===== src/rtl/evo_bsp_pkg.sv =====
// Board-support constants and types shared by the PCC transmit path.
package evo_bsp_pkg;

  localparam int unsigned PCC_DWIDTH         = 14;
  localparam int unsigned PCC_MAX_BURST_SIZE = 1024;
  localparam int unsigned PCC_MAX_NUM_BURST  = 512;

  localparam int unsigned PCC_TX_FIFO_DEPTH = 16;
  localparam int unsigned PCC_TX_CLK_DIV    = 2;
  localparam int unsigned PCC_TX_GAP_CYCLES = 4;

  typedef logic [$clog2(PCC_MAX_BURST_SIZE+1)-1:0] evo_pcc_flit_cnt_t;
  typedef logic [$clog2(PCC_MAX_NUM_BURST+1)-1:0]  evo_pcc_burst_cnt_t;

  typedef struct packed {
    logic                  clk;
    logic                  den1;
    logic                  den2;
    logic [PCC_DWIDTH-1:0] data;
  } evo_pcc_t;

  // One-hot transmit FSM state; exactly one field set at a time.
  typedef struct packed {
    logic done;
    logic gap;
    logic high;
    logic low;
    logic wait_;
    logic idle;
  } evo_pcc_tx_st_t;

  localparam evo_pcc_tx_st_t PccTxStIdle = 6'b000001;
  localparam evo_pcc_tx_st_t PccTxStWait = 6'b000010;
  localparam evo_pcc_tx_st_t PccTxStLow  = 6'b000100;
  localparam evo_pcc_tx_st_t PccTxStHigh = 6'b001000;
  localparam evo_pcc_tx_st_t PccTxStGap  = 6'b010000;
  localparam evo_pcc_tx_st_t PccTxStDone = 6'b100000;

  // Width of a counter that must reach the larger of two cycle counts.
  function automatic int unsigned phase_cnt_width(int unsigned a, int unsigned b);
    return $clog2(((a > b) ? a : b) + 1);
  endfunction

endpackage


===== src/rtl/evo_pcc_burst_tx_if.sv =====
// Control, write-stream and PCC pin bundle of the burst transmit engine.
interface evo_pcc_burst_tx_if #(
  parameter int unsigned DWIDTH = evo_bsp_pkg::PCC_DWIDTH,
  parameter int unsigned FW     = $clog2(evo_bsp_pkg::PCC_MAX_BURST_SIZE + 1),
  parameter int unsigned BW     = $clog2(evo_bsp_pkg::PCC_MAX_NUM_BURST + 1)
);
  logic [FW-1:0]     cfg_burst_size;
  logic [BW-1:0]     cfg_num_burst;
  logic              cfg_den_en;
  logic              start;
  logic              abort;
  logic              wr_valid;
  logic              wr_ready;
  logic [DWIDTH-1:0] wr_data;
  logic              pcc_clk;
  logic              pcc_den1;
  logic              pcc_den2;
  logic [DWIDTH-1:0] pcc_data;
  logic              busy;
  logic              done;
  logic              underrun;
  logic              cfg_err;

  modport master (
    output cfg_burst_size, cfg_num_burst, cfg_den_en, start, abort, wr_valid, wr_data,
    input  wr_ready, pcc_clk, pcc_den1, pcc_den2, pcc_data, busy, done, underrun, cfg_err
  );

  modport slave (
    input  cfg_burst_size, cfg_num_burst, cfg_den_en, start, abort, wr_valid, wr_data,
    output wr_ready, pcc_clk, pcc_den1, pcc_den2, pcc_data, busy, done, underrun, cfg_err
  );
endinterface


===== src/rtl/evo_pcc_tx_fifo.sv =====
// Synchronous FIFO with flush; pointers wrap naturally since DEPTH is a power of two.
module evo_pcc_tx_fifo #(
  parameter int unsigned DWIDTH = 14,
  parameter int unsigned DEPTH  = 16
) (
  input  logic                       clk,
  input  logic                       reset,
  input  logic                       flush_i,
  input  logic                       push_i,
  input  logic                       pop_i,
  input  logic [DWIDTH-1:0]          wr_data_i,
  output logic [DWIDTH-1:0]          rd_data_o,
  output logic                       full_o,
  output logic [$clog2(DEPTH+1)-1:0] count_o
);
  localparam int unsigned AW = $clog2(DEPTH);
  localparam int unsigned CW = $clog2(DEPTH + 1);

  logic [AW-1:0]     wr_ptr_q, wr_ptr_d, rd_ptr_q, rd_ptr_d;
  logic [CW-1:0]     count_q, count_d;
  logic [DWIDTH-1:0] mem_q [DEPTH];
  logic              do_push, do_pop;

  assign full_o    = (count_q == CW'(DEPTH));
  assign do_push   = push_i & ~full_o & ~flush_i;
  assign do_pop    = pop_i & (count_q != '0) & ~flush_i;
  assign rd_data_o = mem_q[rd_ptr_q];
  assign count_o   = count_q;

  always_comb begin
    wr_ptr_d = wr_ptr_q;
    rd_ptr_d = rd_ptr_q;
    count_d  = count_q;
    if (flush_i) begin
      wr_ptr_d = '0;
      rd_ptr_d = '0;
      count_d  = '0;
    end else begin
      if (do_push) wr_ptr_d = wr_ptr_q + AW'(1);
      if (do_pop)  rd_ptr_d = rd_ptr_q + AW'(1);
      count_d = count_q + CW'(do_push) - CW'(do_pop);
    end
  end

  always_ff @(posedge clk or posedge reset) begin
    if (reset) begin
      wr_ptr_q <= '0;
      rd_ptr_q <= '0;
      count_q  <= '0;
    end else begin
      wr_ptr_q <= wr_ptr_d;
      rd_ptr_q <= rd_ptr_d;
      count_q  <= count_d;
    end
  end

  always_ff @(posedge clk) begin
    if (do_push) mem_q[wr_ptr_q] <= wr_data_i;
  end

endmodule


===== src/rtl/evo_pcc_burst_tx.sv =====
// PCC burst transmitter: buffers words, then clocks them out in framed bursts with gaps.
module evo_pcc_burst_tx
  import evo_bsp_pkg::*;
#(
  parameter int unsigned DWIDTH         = PCC_DWIDTH,
  parameter int unsigned FIFO_DEPTH     = PCC_TX_FIFO_DEPTH,
  parameter int unsigned MAX_BURST_SIZE = PCC_MAX_BURST_SIZE,
  parameter int unsigned MAX_NUM_BURST  = PCC_MAX_NUM_BURST,
  parameter int unsigned CLK_DIV        = PCC_TX_CLK_DIV,
  parameter int unsigned GAP_CYCLES     = PCC_TX_GAP_CYCLES
) (
  input logic               clk,
  input logic               reset,
  evo_pcc_burst_tx_if.slave bus
);
  localparam int unsigned FW = $clog2(MAX_BURST_SIZE + 1);
  localparam int unsigned BW = $clog2(MAX_NUM_BURST + 1);
  localparam int unsigned CW = $clog2(FIFO_DEPTH + 1);
  localparam int unsigned PW = phase_cnt_width(CLK_DIV, GAP_CYCLES);

  evo_pcc_tx_st_t    st_q, st_d;
  logic [PW-1:0]     ph_q, ph_d;
  logic [FW-1:0]     flit_q, flit_d, size_q, size_d;
  logic [BW-1:0]     burst_q, burst_d, num_q, num_d;
  logic              den_en_q, den_en_d;
  logic [DWIDTH-1:0] data_q, data_d;
  logic              underrun_q, underrun_d, cfg_err_q, cfg_err_d;

  logic              fifo_pop, fifo_flush, fifo_full;
  logic [DWIDTH-1:0] fifo_rd_data;
  logic [CW-1:0]     fifo_count;

  evo_pcc_tx_fifo #(
    .DWIDTH(DWIDTH),
    .DEPTH (FIFO_DEPTH)
  ) u_fifo (
    .clk      (clk),
    .reset    (reset),
    .flush_i  (fifo_flush),
    .push_i   (bus.wr_valid),
    .pop_i    (fifo_pop),
    .wr_data_i(bus.wr_data),
    .rd_data_o(fifo_rd_data),
    .full_o   (fifo_full),
    .count_o  (fifo_count)
  );

  always_comb begin
    st_d       = st_q;
    ph_d       = ph_q;
    flit_d     = flit_q;
    burst_d    = burst_q;
    size_d     = size_q;
    num_d      = num_q;
    den_en_d   = den_en_q;
    data_d     = data_q;
    underrun_d = underrun_q;
    cfg_err_d  = cfg_err_q;
    fifo_pop   = 1'b0;
    fifo_flush = 1'b0;
    unique case (1'b1)
      st_q.idle: begin
        if (bus.start) begin
          underrun_d = 1'b0;
          if (bus.cfg_burst_size == '0 || bus.cfg_num_burst == '0) begin
            cfg_err_d = 1'b1;
            st_d      = PccTxStDone;
          end else begin
            cfg_err_d = 1'b0;
            size_d    = bus.cfg_burst_size;
            num_d     = bus.cfg_num_burst;
            den_en_d  = bus.cfg_den_en;
            flit_d    = '0;
            burst_d   = '0;
            st_d      = PccTxStWait;
          end
        end
      end
      st_q.wait_: begin
        if (fifo_count != '0) begin
          fifo_pop = 1'b1;
          data_d   = fifo_rd_data;
          ph_d     = '0;
          st_d     = PccTxStLow;
        end else if (flit_q != '0) begin
          underrun_d = 1'b1;
        end
      end
      st_q.low: begin
        if (ph_q == PW'(CLK_DIV - 1)) begin
          ph_d = '0;
          st_d = PccTxStHigh;
        end else begin
          ph_d = ph_q + PW'(1);
        end
      end
      st_q.high: begin
        if (ph_q == PW'(CLK_DIV - 1)) begin
          ph_d   = '0;
          flit_d = flit_q + FW'(1);
          if (flit_q + FW'(1) != size_q) begin
            st_d = PccTxStWait;
          end else if (burst_q + BW'(1) == num_q) begin
            st_d = PccTxStDone;
          end else begin
            burst_d = burst_q + BW'(1);
            flit_d  = '0;
            st_d    = PccTxStGap;
          end
        end else begin
          ph_d = ph_q + PW'(1);
        end
      end
      st_q.gap: begin
        if (ph_q == PW'(GAP_CYCLES - 1)) begin
          ph_d = '0;
          st_d = PccTxStWait;
        end else begin
          ph_d = ph_q + PW'(1);
        end
      end
      st_q.done: st_d = PccTxStIdle;
      default:   st_d = PccTxStIdle;
    endcase
    // Abort overrides everything, including a same-cycle start.
    if (bus.abort) begin
      st_d       = PccTxStIdle;
      ph_d       = '0;
      data_d     = data_q;
      underrun_d = underrun_q;
      cfg_err_d  = cfg_err_q;
      fifo_pop   = 1'b0;
      fifo_flush = 1'b1;
    end
  end

  always_ff @(posedge clk or posedge reset) begin
    if (reset) begin
      st_q       <= PccTxStIdle;
      ph_q       <= '0;
      flit_q     <= '0;
      burst_q    <= '0;
      size_q     <= '0;
      num_q      <= '0;
      den_en_q   <= 1'b0;
      data_q     <= '0;
      underrun_q <= 1'b0;
      cfg_err_q  <= 1'b0;
    end else begin
      st_q       <= st_d;
      ph_q       <= ph_d;
      flit_q     <= flit_d;
      burst_q    <= burst_d;
      size_q     <= size_d;
      num_q      <= num_d;
      den_en_q   <= den_en_d;
      data_q     <= data_d;
      underrun_q <= underrun_d;
      cfg_err_q  <= cfg_err_d;
    end
  end

  // WAIT with flit_q != 0 is a mid-burst stall, so framing stays up there.
  assign bus.pcc_den1 = den_en_q & (st_q.low | st_q.high | (st_q.wait_ & (flit_q != '0)));
  assign bus.pcc_den2 = den_en_q & (st_q.low | st_q.high | st_q.gap |
                                    (st_q.wait_ & ((flit_q != '0) | (burst_q != '0))));
  assign bus.pcc_clk  = st_q.high;
  assign bus.pcc_data = data_q;
  assign bus.busy     = st_q.wait_ | st_q.low | st_q.high | st_q.gap;
  assign bus.done     = st_q.done;
  assign bus.underrun = underrun_q;
  assign bus.cfg_err  = cfg_err_q;
  assign bus.wr_ready = ~fifo_full;

endmodule


===== src/flat_wrapper.sv =====
// flat-port wrapper written by rule: the top's interface ports become plain ports
module evo_pcc_burst_tx_flat import evo_bsp_pkg::*;
#(
  parameter int unsigned DWIDTH         = PCC_DWIDTH,
  parameter int unsigned FIFO_DEPTH     = PCC_TX_FIFO_DEPTH,
  parameter int unsigned MAX_BURST_SIZE = PCC_MAX_BURST_SIZE,
  parameter int unsigned MAX_NUM_BURST  = PCC_MAX_NUM_BURST,
  parameter int unsigned CLK_DIV        = PCC_TX_CLK_DIV,
  parameter int unsigned GAP_CYCLES     = PCC_TX_GAP_CYCLES
)
  (clk, reset, bus_cfg_burst_size, bus_cfg_num_burst, bus_cfg_den_en, bus_start, bus_abort, bus_wr_valid, bus_wr_data, bus_wr_ready, bus_pcc_clk, bus_pcc_den1, bus_pcc_den2, bus_pcc_data, bus_busy, bus_done, bus_underrun, bus_cfg_err);
  evo_pcc_burst_tx_if #(.DWIDTH(DWIDTH), .FW((11)), .BW((10))) bus_i ();
  input logic clk;
  input logic reset;
  input wire logic [$bits(bus_i.cfg_burst_size)-1:0] bus_cfg_burst_size;
  input wire logic [$bits(bus_i.cfg_num_burst)-1:0] bus_cfg_num_burst;
  input wire logic [$bits(bus_i.cfg_den_en)-1:0] bus_cfg_den_en;
  input wire logic [$bits(bus_i.start)-1:0] bus_start;
  input wire logic [$bits(bus_i.abort)-1:0] bus_abort;
  input wire logic [$bits(bus_i.wr_valid)-1:0] bus_wr_valid;
  input wire logic [$bits(bus_i.wr_data)-1:0] bus_wr_data;
  output wire logic [$bits(bus_i.wr_ready)-1:0] bus_wr_ready;
  output wire logic [$bits(bus_i.pcc_clk)-1:0] bus_pcc_clk;
  output wire logic [$bits(bus_i.pcc_den1)-1:0] bus_pcc_den1;
  output wire logic [$bits(bus_i.pcc_den2)-1:0] bus_pcc_den2;
  output wire logic [$bits(bus_i.pcc_data)-1:0] bus_pcc_data;
  output wire logic [$bits(bus_i.busy)-1:0] bus_busy;
  output wire logic [$bits(bus_i.done)-1:0] bus_done;
  output wire logic [$bits(bus_i.underrun)-1:0] bus_underrun;
  output wire logic [$bits(bus_i.cfg_err)-1:0] bus_cfg_err;
  assign bus_i.cfg_burst_size = bus_cfg_burst_size;
  assign bus_i.cfg_num_burst = bus_cfg_num_burst;
  assign bus_i.cfg_den_en = bus_cfg_den_en;
  assign bus_i.start = bus_start;
  assign bus_i.abort = bus_abort;
  assign bus_i.wr_valid = bus_wr_valid;
  assign bus_i.wr_data = bus_wr_data;
  assign bus_wr_ready = bus_i.wr_ready;
  assign bus_pcc_clk = bus_i.pcc_clk;
  assign bus_pcc_den1 = bus_i.pcc_den1;
  assign bus_pcc_den2 = bus_i.pcc_den2;
  assign bus_pcc_data = bus_i.pcc_data;
  assign bus_busy = bus_i.busy;
  assign bus_done = bus_i.done;
  assign bus_underrun = bus_i.underrun;
  assign bus_cfg_err = bus_i.cfg_err;
  evo_pcc_burst_tx #(.DWIDTH(DWIDTH), .FIFO_DEPTH(FIFO_DEPTH), .MAX_BURST_SIZE(MAX_BURST_SIZE), .MAX_NUM_BURST(MAX_NUM_BURST), .CLK_DIV(CLK_DIV), .GAP_CYCLES(GAP_CYCLES)) u_core (.clk(clk), .reset(reset), .bus(bus_i));
endmodule

===== config.mk =====
export PLATFORM = sky130hd
export DESIGN_NAME = evo_pcc_burst_tx_flat
export DESIGN_NICKNAME = d
export VERILOG_FILES = /design/src/rtl/evo_bsp_pkg.sv /design/src/rtl/evo_pcc_burst_tx_if.sv /design/src/rtl/evo_pcc_tx_fifo.sv /design/src/rtl/evo_pcc_burst_tx.sv /design/src/flat_wrapper.sv
export SDC_FILE = /design/constraint.sdc
export NUM_CORES = 1
export LEC_CHECK = 0
export CELL_PAD_IN_SITES_DETAIL_PLACEMENT = 2
export CELL_PAD_IN_SITES_GLOBAL_PLACEMENT = 2
export CORE_MARGIN = 2
export CORE_UTILIZATION = 40
export CTS_CLUSTER_SIZE = 16
export DETAILED_ROUTE_END_ITERATION = 16
export PLACE_DENSITY = 0.78
export SYNTH_ARGS = -nofsm -noshare
export SYNTH_HDL_FRONTEND = slang
export SYNTH_HIERARCHICAL = 1
export SYNTH_SLANG_ARGS = --single-unit
export TNS_END_PERCENT = 20

===== constraint.sdc =====
create_clock -name clk -period 3.18 [get_ports clk]
set_input_delay 0.318 -clock clk [delete_from_list [all_inputs] [get_ports clk]]
set_output_delay 0.318 -clock clk [all_outputs]
set_load 0.01 [all_outputs]

==> flow_summary_export.csv <==
group,metric,value,unit
clock_network,cts_max_level,2,
global_route,grt_remaining_overflow,0,
floorplan,fp.dieH,187,um
timing,timing.final.crit_share,95.2,%
pwr,clockPowerShare,40.5,%
critical_path,critPathMaxFanout,13,
yosys,synth_cell_type_count,75,
drt,initialDrtViolationCount,460,
drt,wirelength,39800,um
pwr,p_seq_share,46.1,%
clock_network,cts_inserted_buffers,35,
timing,finalHoldViolCount,0,
floorplan,die_area,34900,um^2
clock_network,root_buffer,"clkbuf_16",
yosys,synth_ff_type,"edfxtp_1",
place,port-buffer-count,62,
timing,maxClockFrequency,330,MHz
drt,vias_per_cell,5.69,
timing,setup_viol,0,
cells_and_area,area_delta_synth_final,18.9,%
flow_run,drv_cap,0,
yosys,synth_edf_count,224,
pwr,combPwrFrac,13.4,%
pwr,internal_power,7.66,mW
pwr,ir_worst_vdd,0.601,mV
pwr,power.static_leakage,5.67,nW
timing,final.setup_skew,0.0112,ns
critical_path,worstSetupPathType,"register to register",
floorplan,rows,66,
yosys,synth_area,13400,um^2
cells_and_area,layout_common_cells,"edfxtp_1, nand2_1, dfrtp_1",
pwr,powerDensity,641,nW/um^2
place,gp_congestion,0.771,
global_route,antenna_found_initial,0,
critical_path,rrSetupSlack,0.15,ns
yosys,ys_seq_area_share,65.6,%
cells_and_area,mostFrequentLayoutCell,"edfxtp_1",
critical_path,cp-start-kind,"register",
clock_network,clock-sinks,305,
clock_network,cts_tree,"done",
cells_and_area,fin_cells,1483,
clock_network,cts_hold_buf,0,
drt,ant_nets,0,
pwr,p_sw_share,24.7,%
drt,wl_per_cell,26.9,um
place,place_inst,1416,
place,pre_cts_slack,0.0337,ns
hold_path,min_path_type,"primary input to asynchronous set/reset pin",
floorplan,start_util,40.8,%
cells_and_area,antenna_cells,0,
yosys,synth-async-reset-ratio,26.6,%
drt,vias,8432,
yosys,yosys-top-cells-area,"edfxtp_1, dfrtp_1, mux4_2",
drt,drc,0,
floorplan,core,32700,um^2
critical_path,crit_required,3.59,ns
pwr,p_sw,2.51,mW
clock_network,worstSkewPairLatency,0.53,ns
yosys,ys_ff_latch,305,
yosys,synthCells,917,
cells_and_area,drive_above_1_share,19.8,%
timing,fin_crit,3.03,ns
yosys,syn_area_per_cell,14.6,um^2
clock_network,clk_pin_slew,0.06,ns
critical_path,arrival,3.44,ns
yosys,synth_top_area_share,50.4,%
yosys,synth_fp_nets,978,
timing,tightestPinTransition,0.853,ns
run_status,outcome,"completed",
critical_path,endpoint_kind,"register",
cells_and_area,final_nets,1075,
global_route,grt_max_degree,43,
yosys,synth_top_cell_by_area,"edfxtp_1",
floorplan,io_pins,63,
global_route,grt_pass1_vias,9564,
yosys,synth_warnings,6,
timing,drv_slew,0,
timing,fin_ws,0.151,ns
floorplan,die_w,187,um
global_route,grt_pass1_wl,60700,um
global_route,gr-usage-all-layers,23.1,%
drt,first_pass_iters,5,
place,dp_hpwl,26200,um
timing,fin_setup_tns,0,ns
clock_network,cts_max_path_buffers,3,
timing,maxSlewHeadroom,43.1,%
==> flip-flops by register name, summed over array words and instances (netlist names), 3 cells and up <==
| name | flops |
|---|---|
| u_core/burst_q | 10 |
| u_core/bus.pcc_data | 14 |
| u_core/flit_q | 11 |
| u_core/num_q | 10 |
| u_core/ph_q | 3 |
| u_core/size_q | 11 |
| u_core/st_q | 4 |
| u_core/u_fifo/count_o | 5 |
| u_core/u_fifo/mem_q | 224 |
| u_core/u_fifo/rd_ptr_q | 4 |
| u_core/u_fifo/wr_ptr_q | 4 |
==> power by group through the flow <==
stage | Sequential (mW) | Clock (mW) | Combinational, mW
3_3_place_gp | 4.74 | 0 | 1.24
6_report | 4.69 | 4.11 | 1.37
3_5_place_dp | 4.76 | 0 | 1.32
2_1_floorplan | 4.74 | 0 | 0.697
5_1_grt | 4.72 | 4.33 | 1.49
4_1_cts | 4.69 | 4.19 | 1.35
==> layout make-up <==
type                            instances  area, um^2
Clock inverter                          9         158
Fill cell                            3085       16800
Inverter                               26        97.6
Sequential cell                       305        8760
Clock buffer                           55        1000
Timing Repair Buffer                  111        1030
Tap cell                              442         553
Multi-Input combinational cell        535        4280
==> per-layer routing <==
metal	global-route usage [%]	vias to the layer above	share of wire [%]
met5	0	-	0
met4	6.93	0	2.6
met3	3.80	75	4.0
met2	42.7	199	54
met1	27.6	4456	40
li1	-	3702	-
==> worst max-delay path: stages, from the launching register on <==
cell and delay [ns]:
dfrtp_1 0.47, ha_1 0.36, and3_2 0.28, and2_4 0.17, nand2_4 0.06, mux2_4 0.31
or4_4 0.60, and2_4 0.24, a32o_1 0.25, a31o_1 0.18
==> synthesized netlist by cell type, types with 9 or more instances <==
| master | instances |
|---|---|
| edfxtp_1 | 224 |
| nand2_1 | 82 |
| dfrtp_1 | 80 |
| mux2_2 | 51 |
| nor2_1 | 45 |
| mux2i_1 | 28 |
| mux4_2 | 28 |
| nor3_1 | 28 |
| inv_1 | 26 |
| clkbuf_1 | 22 |
| nand3_1 | 22 |
| ha_1 | 19 |
| o22ai_1 | 18 |
| a21oi_1 | 17 |
| xnor2_1 | 17 |
| xor2_1 | 15 |
| a221o_1 | 14 |
| a22o_1 | 14 |
| buf_2 | 12 |
| o21ai_0 | 9 |
==> through the flow <==
step	power (mW)	instance area, um^2	util, %	hold slack, ns
CTS	10.2	15800	48.4	0.208
floorplan	5.43	13400	-	0.195
detailed placement	6.08	14700	44.8	0.481
global placement	5.98	14700	44.8	0.463
global route	10.5	15900	48.5	0.256
finish	10.2	15900	48.5	0.218
==> logic make-up after synthesis <==
group           after synthesis  synth area share, %
compound gates              125                 6.95
buf+inv                      77                 2.78
mux                         108                 11.2
simple gates                250                 9.42
fa+ha+maj                    20                 1.93
xor+xnor                     32                 2.10
flops                       305                 65.6
==> worst paths after layout <==
| path | start | to | cells past startpoint |
|---|---|---|---|
| worst max-delay path | u_core/burst_q[0] | u_core/burst_q[2] | 9 |
| worst min-delay path | reset | u_core/u_fifo/count_o[4] | 2 |
| worst max register to register | u_core/burst_q[0] | u_core/burst_q[2] | 9 |
| worst min register to register | u_core/bus.pcc_data[10] | u_core/bus.pcc_data[10] | 2 |
| max in group asynchronous | reset | u_core/st_q[0] | 3 |
| min in group clk | bus_cfg_den_en | u_core/den_en_q | 2 |
==> what timing repair did <==
| item | in CTS | in global routing |
|---|---|---|
| endpoints found under the setup margin | 1 | 2 |
| pin swaps | 1 | 0 |
| setup buffers | 1 | 2 |
| gates cloned | 0 | 0 |
| gates resized for setup | 1 | 6 |
| hold endpoints to repair | 0 | 0 |
Note: power is estimated with default switching activity, not from simulation.
==> RTL edit: new RTL, same flow settings <==
The package constant `PCC_TX_GAP_CYCLES` goes from 4 to 6.
--- a/src/rtl/evo_bsp_pkg.sv
+++ b/src/rtl/evo_bsp_pkg.sv
@@ -7,7 +7,7 @@
 
   localparam int unsigned PCC_TX_FIFO_DEPTH = 16;
   localparam int unsigned PCC_TX_CLK_DIV    = 2;
-  localparam int unsigned PCC_TX_GAP_CYCLES = 4;
+  localparam int unsigned PCC_TX_GAP_CYCLES = 6;
 
   typedef logic [$clog2(PCC_MAX_BURST_SIZE+1)-1:0] evo_pcc_flit_cnt_t;
   typedef logic [$clog2(PCC_MAX_NUM_BURST+1)-1:0]  evo_pcc_burst_cnt_t;
Behaviour: same outputs for any inputs over 4 cycles, from zero or initial values and one cycle with reset high; that may be too few to reach the edited logic, so the function may still have changed.
==> RTL edit against the original RTL <==
  * Total power grew 1.9%
  * Synthesized area grew 0.43%
  * Sequential share of layout area shrank 0.35 points
  * Via count shrank 1.0%
  * Synthesized cell count grew 2.2%
  * Worst setup slack gained 0.0098 ns
  * Clock power grew 4%
  * Maximum frequency grew 0.32%
  * Utilization shrank 0.54 points
  * Cell area grew 0.64%
  * Routed wire length shrank 6.7%
  * Count of clock-buffer cells in the layout shrank 4
  * Sequential cell count is the same
  * Critical path type unchanged
  * Critical endpoint is now u_core/u_fifo/count_o[4]$_DFF_PP0_
  * Largest cell class unchanged
  * Highest routed layer unchanged
==> RTL edit: results (changes against the original RTL) <==
detailed_routing:
  routedWlPerCell_um: 24.7  # -8.1%
  dr.pass1.iters: 4  # -1
  first_iter_violations: 358  # -22%
  vias_per_cell: 5.54  # -2.5%
run_status:
  status: "complete, no violations"
synth:
  synth_edf_count: 224  # unchanged
  synthTopCellsByArea: "edfxtp_1 (50%), dfrtp_1 (15%), mux4_2 (4.7%)"
  ys_seq_area_share_pct: 65.3  # -0.28 points
  synthArstFlopShare_pct: 26.6  # unchanged
  synth_commonest_cells: "edfxtp_1 (224), nand2_1 (90), dfrtp_1 (80), mux2_2 (50), nor2_1 (47)"
  syn_nets: 996  # +1.8%
  ys.flop_type: "edfxtp_1"
  synth.distinct_cells: 67  # -11%
  avgSynthCellArea_sq_um: 14.3  # -1.7%
place:
  place_ws_ns: 0.00519  # -0.0285 ns
  dpl-instance-area_sq_um: 14700  # +0.27%
  dp_cells: 1436  # +1.4%
  dp_hpwl_mm: 25.5  # -3.0%
  gp_congestion: 0.769  # -0.16%
clock_tree:
  clkTransAtPathRegs_ns: 0.06  # about the same
  cts_made_buffers: 36  # +2.9%
  cts-root-buf: "clkbuf_16"
  cts_setup_buffers: 1  # unchanged
  clock_latency_ns: 0.53  # about the same
  cts_max_level: 2  # unchanged
  cts-resized-gates: 0  # -1
worst_setup_path:
  r2r_start: "u_core/u_fifo/count_o[0]$_DFF_PP0_"
  critPathCapture: "u_core/u_fifo/count_o[4]$_DFF_PP0_"
  reg2reg_depth: 15  # +6
  worstPathMaxFanout: 4  # -9
  max_stage_delay_ns: 0.57  # -0.03 ns
  startpoint_type: "register"
timing:
  hold_ws_ns: 0.229  # +0.0108 ns
  fin_skew_ns: 0.0113  # +0.0000690 ns
  fin_ws_ns: 0.161  # +0.00978 ns
  slew_headroom_pct: 38.1  # -5.0 points
final_layout:
  nets: 1088  # +1.2%
  largest_reg_flops: 224  # unchanged
  drive_above_1_share_pct: 18.5  # -1.2 points
  largest_register: "u_core/u_fifo/mem_q"
  diodes: 0  # unchanged
  nFillCells: 3108  # +0.75%
  instances_no_fill: 1505  # +1.5%
grt:
  grt_pass1_vias: 9415  # -1.6%
  grt_max_degree: 36  # -16%
  antenna_found_initial: 0  # unchanged
  grt.total_usage_pct: 21.6  # -1.5 points
  grt_first_pass_wirelength_mm: 57.8  # -4.8%
power:
  cellPowerDensity_nw_per_um2: 649  # +1.3%
  p_leak_uw: 0.00560  # -1.2%
  pg_clk_uw: 4260  # +4%
  ir_drop_mv: 0.522  # -13%
  p_switching_uw: 2590  # +3.2%
  pwr-share-comb_pct: 13.5
## RTL edit: cell type report
class | instances | area [sq um] | share of cell area [%]
clock buffers | 51 | 1020 | 6.38
repair buffers | 108 | 1020 | 6.36
multi-input cells | 555 | 4330 | 27.1
well taps | 448 | 561 | 3.51
inverters | 23 | 86.3 | 0.540
clock inverters | 15 | 204 | 1.28
flip-flops and latches | 305 | 8760 | 54.8
## RTL edit: metal layers
layer  global-route usage (%)  vias to the layer above  wire, um
met2                     39.8                      140     19700
met1                     26.9                     4408     15700
met5                        0                        -         0
li1                         -                     3757         -
met3                     3.11                       39      1210
met4                     4.85                        0       501
## RTL edit: logic make-up (layout without fill, tap and decap cells)
group           after synthesis  after routing  synth area share (%)
fa+ha+maj                    18             18                  1.74
mux                         113            113                  11.5
xor+xnor                     30             30                  1.96
buf+inv                      77            197                  2.80
simple gates                270            270                  9.97
flops                       305            305                  65.3
compound gates              124            124                  6.70
